===== src/rtl/jump_ctrl.sv =====
`default_nettype none
//==============================================================================
// Module   : jump_ctrl
// Desc     : Game sequencer for the bounce unit: step divider, jump charge and
//            launch, landing detection, BCD score and lives bookkeeping.
// Options  : AUTO_REBOUND_EN - holding jump at landing chains straight into a
//            new charge without re-homing the bounce unit.
// Revision : 1.0 - initial release
//==============================================================================
module jump_ctrl #(
    parameter int TICK_DIV     = 2500000,
    parameter int MIN_SPEED    = 7,
    parameter int MAX_SPEED    = 13,
    parameter int CHARGE_STEPS = 4,
    parameter int LIVES        = 3
) (
    input  logic        clk,
    input  logic        reset,
    input  logic        btn_start,
    input  logic        btn_jump,
    input  logic        hit,
    input  logic [3:0]  b_speed,
    input  logic        b_dir,
    output logic        step,
    output logic        b_start,
    output logic        b_reset,
    output logic [3:0]  max_speed,
    output logic [15:0] score,
    output logic [2:0]  lives,
    output logic [2:0]  state
);

    localparam int                 c_div_w      = $clog2(TICK_DIV);
    localparam logic [c_div_w-1:0] c_div_last   = c_div_w'(TICK_DIV - 1);
    localparam logic [15:0]        c_charge_max = 16'((MAX_SPEED - MIN_SPEED) * CHARGE_STEPS);

    typedef enum logic [2:0] {
        S_IDLE   = 3'd0,
        S_READY  = 3'd1,
        S_CHARGE = 3'd2,
        S_JUMP   = 3'd3,
        S_LAND   = 3'd4,
        S_HURT   = 3'd5,
        S_OVER   = 3'd6
    } state_t;

    state_t             r_state;
    state_t             w_state_nxt;
    logic [c_div_w-1:0] r_div;
    logic               r_step;
    logic [15:0]        r_charge, w_charge_nxt;
    logic [3:0]         r_max_speed, w_max_speed_nxt;
    logic [15:0]        r_score, w_score_nxt;
    logic [2:0]         r_lives, w_lives_nxt;
    logic               r_b_start;
    logic               r_b_reset, w_b_reset_nxt;
    logic               r_start_q;
    logic               r_arm, w_arm_nxt;
    logic               w_start_rise;
    logic               w_landed;

    function automatic logic [15:0] bcd_inc(input logic [15:0] v);
        logic [15:0] res;
        logic        carry;
        res   = v;
        carry = 1'b1;
        for (int i = 0; i < 4; i++) begin
            if (carry) begin
                if (res[i*4 +: 4] == 4'd9) begin
                    res[i*4 +: 4] = 4'd0;
                end else begin
                    res[i*4 +: 4] = res[i*4 +: 4] + 4'd1;
                    carry         = 1'b0;
                end
            end
        end
        return res;
    endfunction

    always_ff @(posedge clk or negedge reset) begin
        if (!reset) begin
            r_div  <= '0;
            r_step <= 1'b0;
        end else if (r_div == c_div_last) begin
            r_div  <= '0;
            r_step <= 1'b1;
        end else begin
            r_div  <= r_div + 1'b1;
            r_step <= 1'b0;
        end
    end

    assign w_start_rise = btn_start & ~r_start_q;
    assign w_landed     = ~b_dir && (b_speed == 4'd0);

    always_comb begin
        w_state_nxt     = r_state;
        w_charge_nxt    = r_charge;
        w_max_speed_nxt = r_max_speed;
        w_score_nxt     = r_score;
        w_lives_nxt     = r_lives;
        case (r_state)
            S_IDLE: begin
                if (btn_start) begin
                    w_lives_nxt = 3'(LIVES);
                    w_score_nxt = '0;
                    w_state_nxt = S_READY;
                end
            end
            S_READY: begin
                if (r_step && btn_jump) begin
                    w_charge_nxt = '0;
                    w_state_nxt  = S_CHARGE;
                end
            end
            S_CHARGE: begin
                if (r_step) begin
                    if (btn_jump) begin
                        if (r_charge < c_charge_max)
                            w_charge_nxt = r_charge + 16'd1;
                    end else begin
                        w_max_speed_nxt = 4'(16'(MIN_SPEED) + r_charge / 16'(CHARGE_STEPS));
                        w_state_nxt     = S_JUMP;
                    end
                end
            end
            S_JUMP: begin
                // A collision outranks a landing reported on the same step.
                if (r_step) begin
                    if (hit) begin
                        w_lives_nxt = r_lives - 3'd1;
                        w_state_nxt = S_HURT;
                    end else if (w_landed) begin
                        w_score_nxt = bcd_inc(r_score);
                        w_state_nxt = S_LAND;
                    end
                end
            end
            S_LAND: begin
                if (r_step) begin
`ifdef AUTO_REBOUND_EN
                    if (btn_jump) begin
                        w_charge_nxt = '0;
                        w_state_nxt  = S_CHARGE;
                    end else begin
                        w_state_nxt  = S_READY;
                    end
`else
                    w_state_nxt = S_READY;
`endif
                end
            end
            S_HURT: begin
                if (r_step)
                    w_state_nxt = (r_lives == 3'd0) ? S_OVER : S_READY;
            end
            S_OVER: begin
                if (r_step && (r_arm || w_start_rise))
                    w_state_nxt = S_IDLE;
            end
            default: w_state_nxt = S_IDLE;
        endcase
    end

    // A press seen between steps while in OVER is remembered until the next step.
    assign w_arm_nxt = (r_state == S_OVER) && (r_arm || w_start_rise);

    // Leaving LAND for READY holds the bounce unit in reset for one step to re-home it.
    always_comb begin
        w_b_reset_nxt = r_b_reset;
        if (r_step || (w_state_nxt != r_state)) begin
            case (w_state_nxt)
                S_READY:                  w_b_reset_nxt = (r_state != S_LAND);
                S_CHARGE, S_JUMP, S_LAND: w_b_reset_nxt = 1'b1;
                default:                  w_b_reset_nxt = 1'b0;
            endcase
        end
    end

    always_ff @(posedge clk or negedge reset) begin
        if (!reset) begin
            r_state     <= S_IDLE;
            r_charge    <= '0;
            r_max_speed <= 4'(MIN_SPEED);
            r_score     <= '0;
            r_lives     <= '0;
            r_b_start   <= 1'b0;
            r_b_reset   <= 1'b0;
            r_start_q   <= 1'b0;
            r_arm       <= 1'b0;
        end else begin
            r_state     <= w_state_nxt;
            r_charge    <= w_charge_nxt;
            r_max_speed <= w_max_speed_nxt;
            r_score     <= w_score_nxt;
            r_lives     <= w_lives_nxt;
            r_b_start   <= (w_state_nxt == S_JUMP);
            r_b_reset   <= w_b_reset_nxt;
            r_start_q   <= btn_start;
            r_arm       <= w_arm_nxt;
        end
    end

    assign step      = r_step;
    assign b_start   = r_b_start;
    assign b_reset   = r_b_reset;
    assign max_speed = r_max_speed;
    assign score     = r_score;
    assign lives     = r_lives;
    assign state     = r_state;

endmodule
`default_nettype wire


===== config.mk =====
export PLATFORM = sky130hd
export DESIGN_NAME = jump_ctrl
export DESIGN_NICKNAME = d
export VERILOG_FILES = /design/src/rtl/jump_ctrl.sv
export SDC_FILE = /design/constraint.sdc
export NUM_CORES = 1
export LEC_CHECK = 0
export CAP_MARGIN = 20
export CORE_MARGIN = 8
export CORE_UTILIZATION = 33
export DETAILED_ROUTE_END_ITERATION = 6
export HOLD_SLACK_MARGIN = 0.03
export SETUP_SLACK_MARGIN = 0.2
export SYNTH_ARGS = -nofsm -noshare
export SYNTH_HDL_FRONTEND = slang
export SYNTH_SLANG_ARGS = --single-unit

===== constraint.sdc =====
create_clock -name clk -period 2.6 [get_ports clk]
set_clock_uncertainty 0.1 [all_clocks]
set_input_delay 0.26 -clock clk [delete_from_list [all_inputs] [get_ports clk]]
set_output_delay 0.26 -clock clk [all_outputs]
set_load 0.01 [all_outputs]

==> results of run 1 <==
-- metal layers --
metal | global-route usage | vias up | share of wire
li1 | - | 1303 | -
met1 | 0.126 | 1259 | 0.44
met2 | 0.194 | 41 | 0.50
met3 | 0.0371 | 11 | 0.039
met4 | 0.0435 | 0 | 0.023
met5 | 0 | - | 0
-- cell usage after synthesis, drive strengths merged, types with 6 or more instances --
cell	number
nor3	13
ha	14
xnor2	15
dfrtp	66
buf	6
nand3	19
nor2	29
nor2b	12
xor2	9
a21oi	9
inv	14
nand4	10
nor4	6
o21ai	28
nand2	36
-- power groups by stage --
stage	logic [mW]	registers, mW	clock network [mW]
after floorplan	0.00753	1.10	0
after global placement	0.0532	1.10	0
after detailed placement	0.0539	1.10	0
after CTS	0.0554	1.08	1.11
after global routing	0.0617	1.08	1.15
final	0.0533	1.08	1.08
-- cells by family after synthesis --
group                      Yosys count  share of synthesized area
adders and majority gates           14                     0.0503
DFF                                 69                      0.497
buffers and inverters               22                     0.0295
AOI/OAI and AO/OA                   62                      0.121
xor gates and xnor gates            24                     0.0604
and+or+nand+nor                    149                      0.225
muxes                                5                     0.0169
-- final timing paths --
check	from	end	slack, ps	depth (start not counted)
hold / removal	reset	score[14]	290	2
hold reg to reg	max_speed[1]	max_speed[1]	380	2
max in group asynchronous	reset	max_speed[0]	1450	3
min in group clk	btn_start	r_start_q	350	1
setup reg to reg	state[2]	b_reset	390	6
setup / recovery	state[2]	b_reset	390	6
-- final cells by class --
class	instances	area (um2)	area share
clock buffer	10	138	0.0321
timing repair buffer	44	435	0.101
multi-input combinational	254	1650	0.385
tap	136	170	0.0397
clock inverter	6	110	0.0257
sequential	69	1730	0.404
inverter	14	52.6	0.0122
-- placed cells by master, fill, tap and decap left out, types with 10 or more instances in the layout --
cell             netlist  layout
clkbuf_8               0      10
clkdlybuf4s50_1        0      37
dfrtp_1               66      65
ha_1                  14      14
inv_1                 14      14
nand2_1               36      36
nand3_1               19      19
nor2_1                29      29
nor2b_1               12      12
nor3_1                13      13
o21ai_0               24      24
xnor2_1               15      15
-- worst register-to-register path, delay by kind of cell, from the launching register on --
kind | cells | cell delay, ps
multiplexers | 1 | 320
AND/OR/NAND/NOR | 1 | 310
flip-flops | 1 | 570
AO/OA/AOI/OAI | 4 | 800
-- stage by stage --
| stage | instances | setup WS, ps | utilization | hold slack, ps | instance area, um2 |
|---|---|---|---|---|---|
| 6_report | 533 | 387 | 0.417 | 290 | 4290 |
| 5_1_grt | 533 | 229 | 0.417 | 317 | 4290 |
| 4_1_cts | 533 | 286 | 0.417 | 297 | 4280 |
| 3_5_place_dp | 516 | 6.12 | 0.392 | 108 | 4030 |
| 3_3_place_gp | 516 | 87.2 | 0.392 | 110 | 4030 |
| 2_1_floorplan | 345 | 560 | - | -136 | 3480 |
-- what timing repair did --
item,4_1_cts,5_1_grt
endpoints found under the hold margin,15,0
hold buffers,1,0
endpoints found under the setup margin,0,1
gates resized for setup,0,2
-- registers in the layout, indices dropped and copies added (netlist names) --
register	count
lives	3
state	3
max_speed	4
score	16
b_reset	1
b_start	1
r_arm	1
r_start_q	1
r_charge	16
r_div	22
step	1
==> impl_metrics.toml, run 1 <==
[run_status]
status = "finished, final reports clean"

[detailed_routing]
dr.pass1.iters = 4
drt-total-wl_um = 7300
wire_per_inst_um = 13.7
vias = 2614
drt_iter0_drc = 139
ant_nets = 0
drc = 0
via_per_inst = 4.90

[synthesis]
synth_area_mm2 = 0.00348
synthCells = 345
ys_seq_area_frac = 0.497
ys.flop_type = "dfrtp_1"
yosysTopAreaCell = "dfrtp_1"
synthesis.nets = 369
synth.area.top_cells = "dfrtp_1 (47%), ha_1 (5.0%), nand2_1 (3.9%), xnor2_1 (3.8%), o21ai_0 (3.5%)"
ys_types = 55
synth_edf_count = 0
yosys_warnings = 0
ys_ff_latch = 69
syn_avg_cell_area_um2 = 10.1
async_flop_share = 1.00
synth_top_area_share = 0.475

[worst_setup_path]
cp_max_fo = 10
cp_top_family = "compound AO/OA/AOI/OAI gates"
start_kind = "flop"
crit_required_ps = 2740
max_stage_delay_ps = 570
worst_path_max_delay_cell = "dfrtp_1"
critical_path_arrival_ps = 2350
worst_setup_path_end_kind = "flop"
crit_buf_inv = 0
crit_chain = "nand3b_1 -> a21o_1 -> o21a_1 -> a21boi_0 -> o21ai_0 -> mux2_4"
worstSetupPathType = "reg -> reg"

[place]
portBuffers = 38
gp_congestion = 0.814
place_hpwl_um = 5360

[global_route]
grt_pass1_vias = 2777
grt_antenna_before_repair = 0
gr-usage-all-layers = 0.112
grt_max_degree = 55
grt.overflow.total = 0
grt_pass1_wl_um = 13100

[die]
top_level_ports = 39
initial_core_util = 0.339
die_area_mm2 = 0.0141
rows = 37
die_h_um = 119
dieWidth_um = 119
coreArea_mm2 = 0.0103

[sta]
setup_violations = 0
slew_headroom = 0.542
fmax_mhz = 452
rsz0062_at_grt = "false"
totalNegativeSetupSlack_ps = 0
hold_violations = 0
slew_violations = 0
fin_crit_ps = 2210
tightest_slew_ps = 680
finalCritPeriodShare = 0.851

[power_and_ir_drop]
power_leakage_nw = 1.81
power.switching_uw = 448
seqPwrFrac = 0.488
p_int_mw = 1.76
peakVddDrop_mv = 0.386
combPwrFrac = 0.024
p_clk_frac = 0.487
p_sw_frac = 0.203
p_total_mw = 2.21
power_density_mw_per_mm2 = 514

[cells_and_area]
antenna_cells = 0
layout.nets = 416
area_delta_synth_final_pct = 23.3
n_fill_cell = 992
final_layout_size_suffix_gt1_frac = 0.101

[clocking]
cts-buffers-inserted = 9
clk_pin_slew_worst_paths_ps = 80
cts_tree = "built"
root_buffer = "clkbuf_8"
postCtsSetupRepairBufs = 0
cts_htree_levels = 3
cts_buffer_depth = 2
cts.sinks = 69
insertion_delay_ps = 350

[job]
cap_violations = 0

[hold_path]
hp-class = "in -> async"
(Power assumes the default switching activity.)
==> run 2, diff against run 1 <==
--- a/config.mk
+++ b/config.mk
@@ -5,7 +5,7 @@
 export SDC_FILE = /design/constraint.sdc
 export NUM_CORES = 1
 export LEC_CHECK = 0
-export CAP_MARGIN = 20
+export ABC_CLOCK_PERIOD_IN_PS = 2600
 export CORE_MARGIN = 8
 export CORE_UTILIZATION = 33
 export DETAILED_ROUTE_END_ITERATION = 6
==> results of run 2 <==
No change in the layout: final DEF, timing and power equal those of run 1.
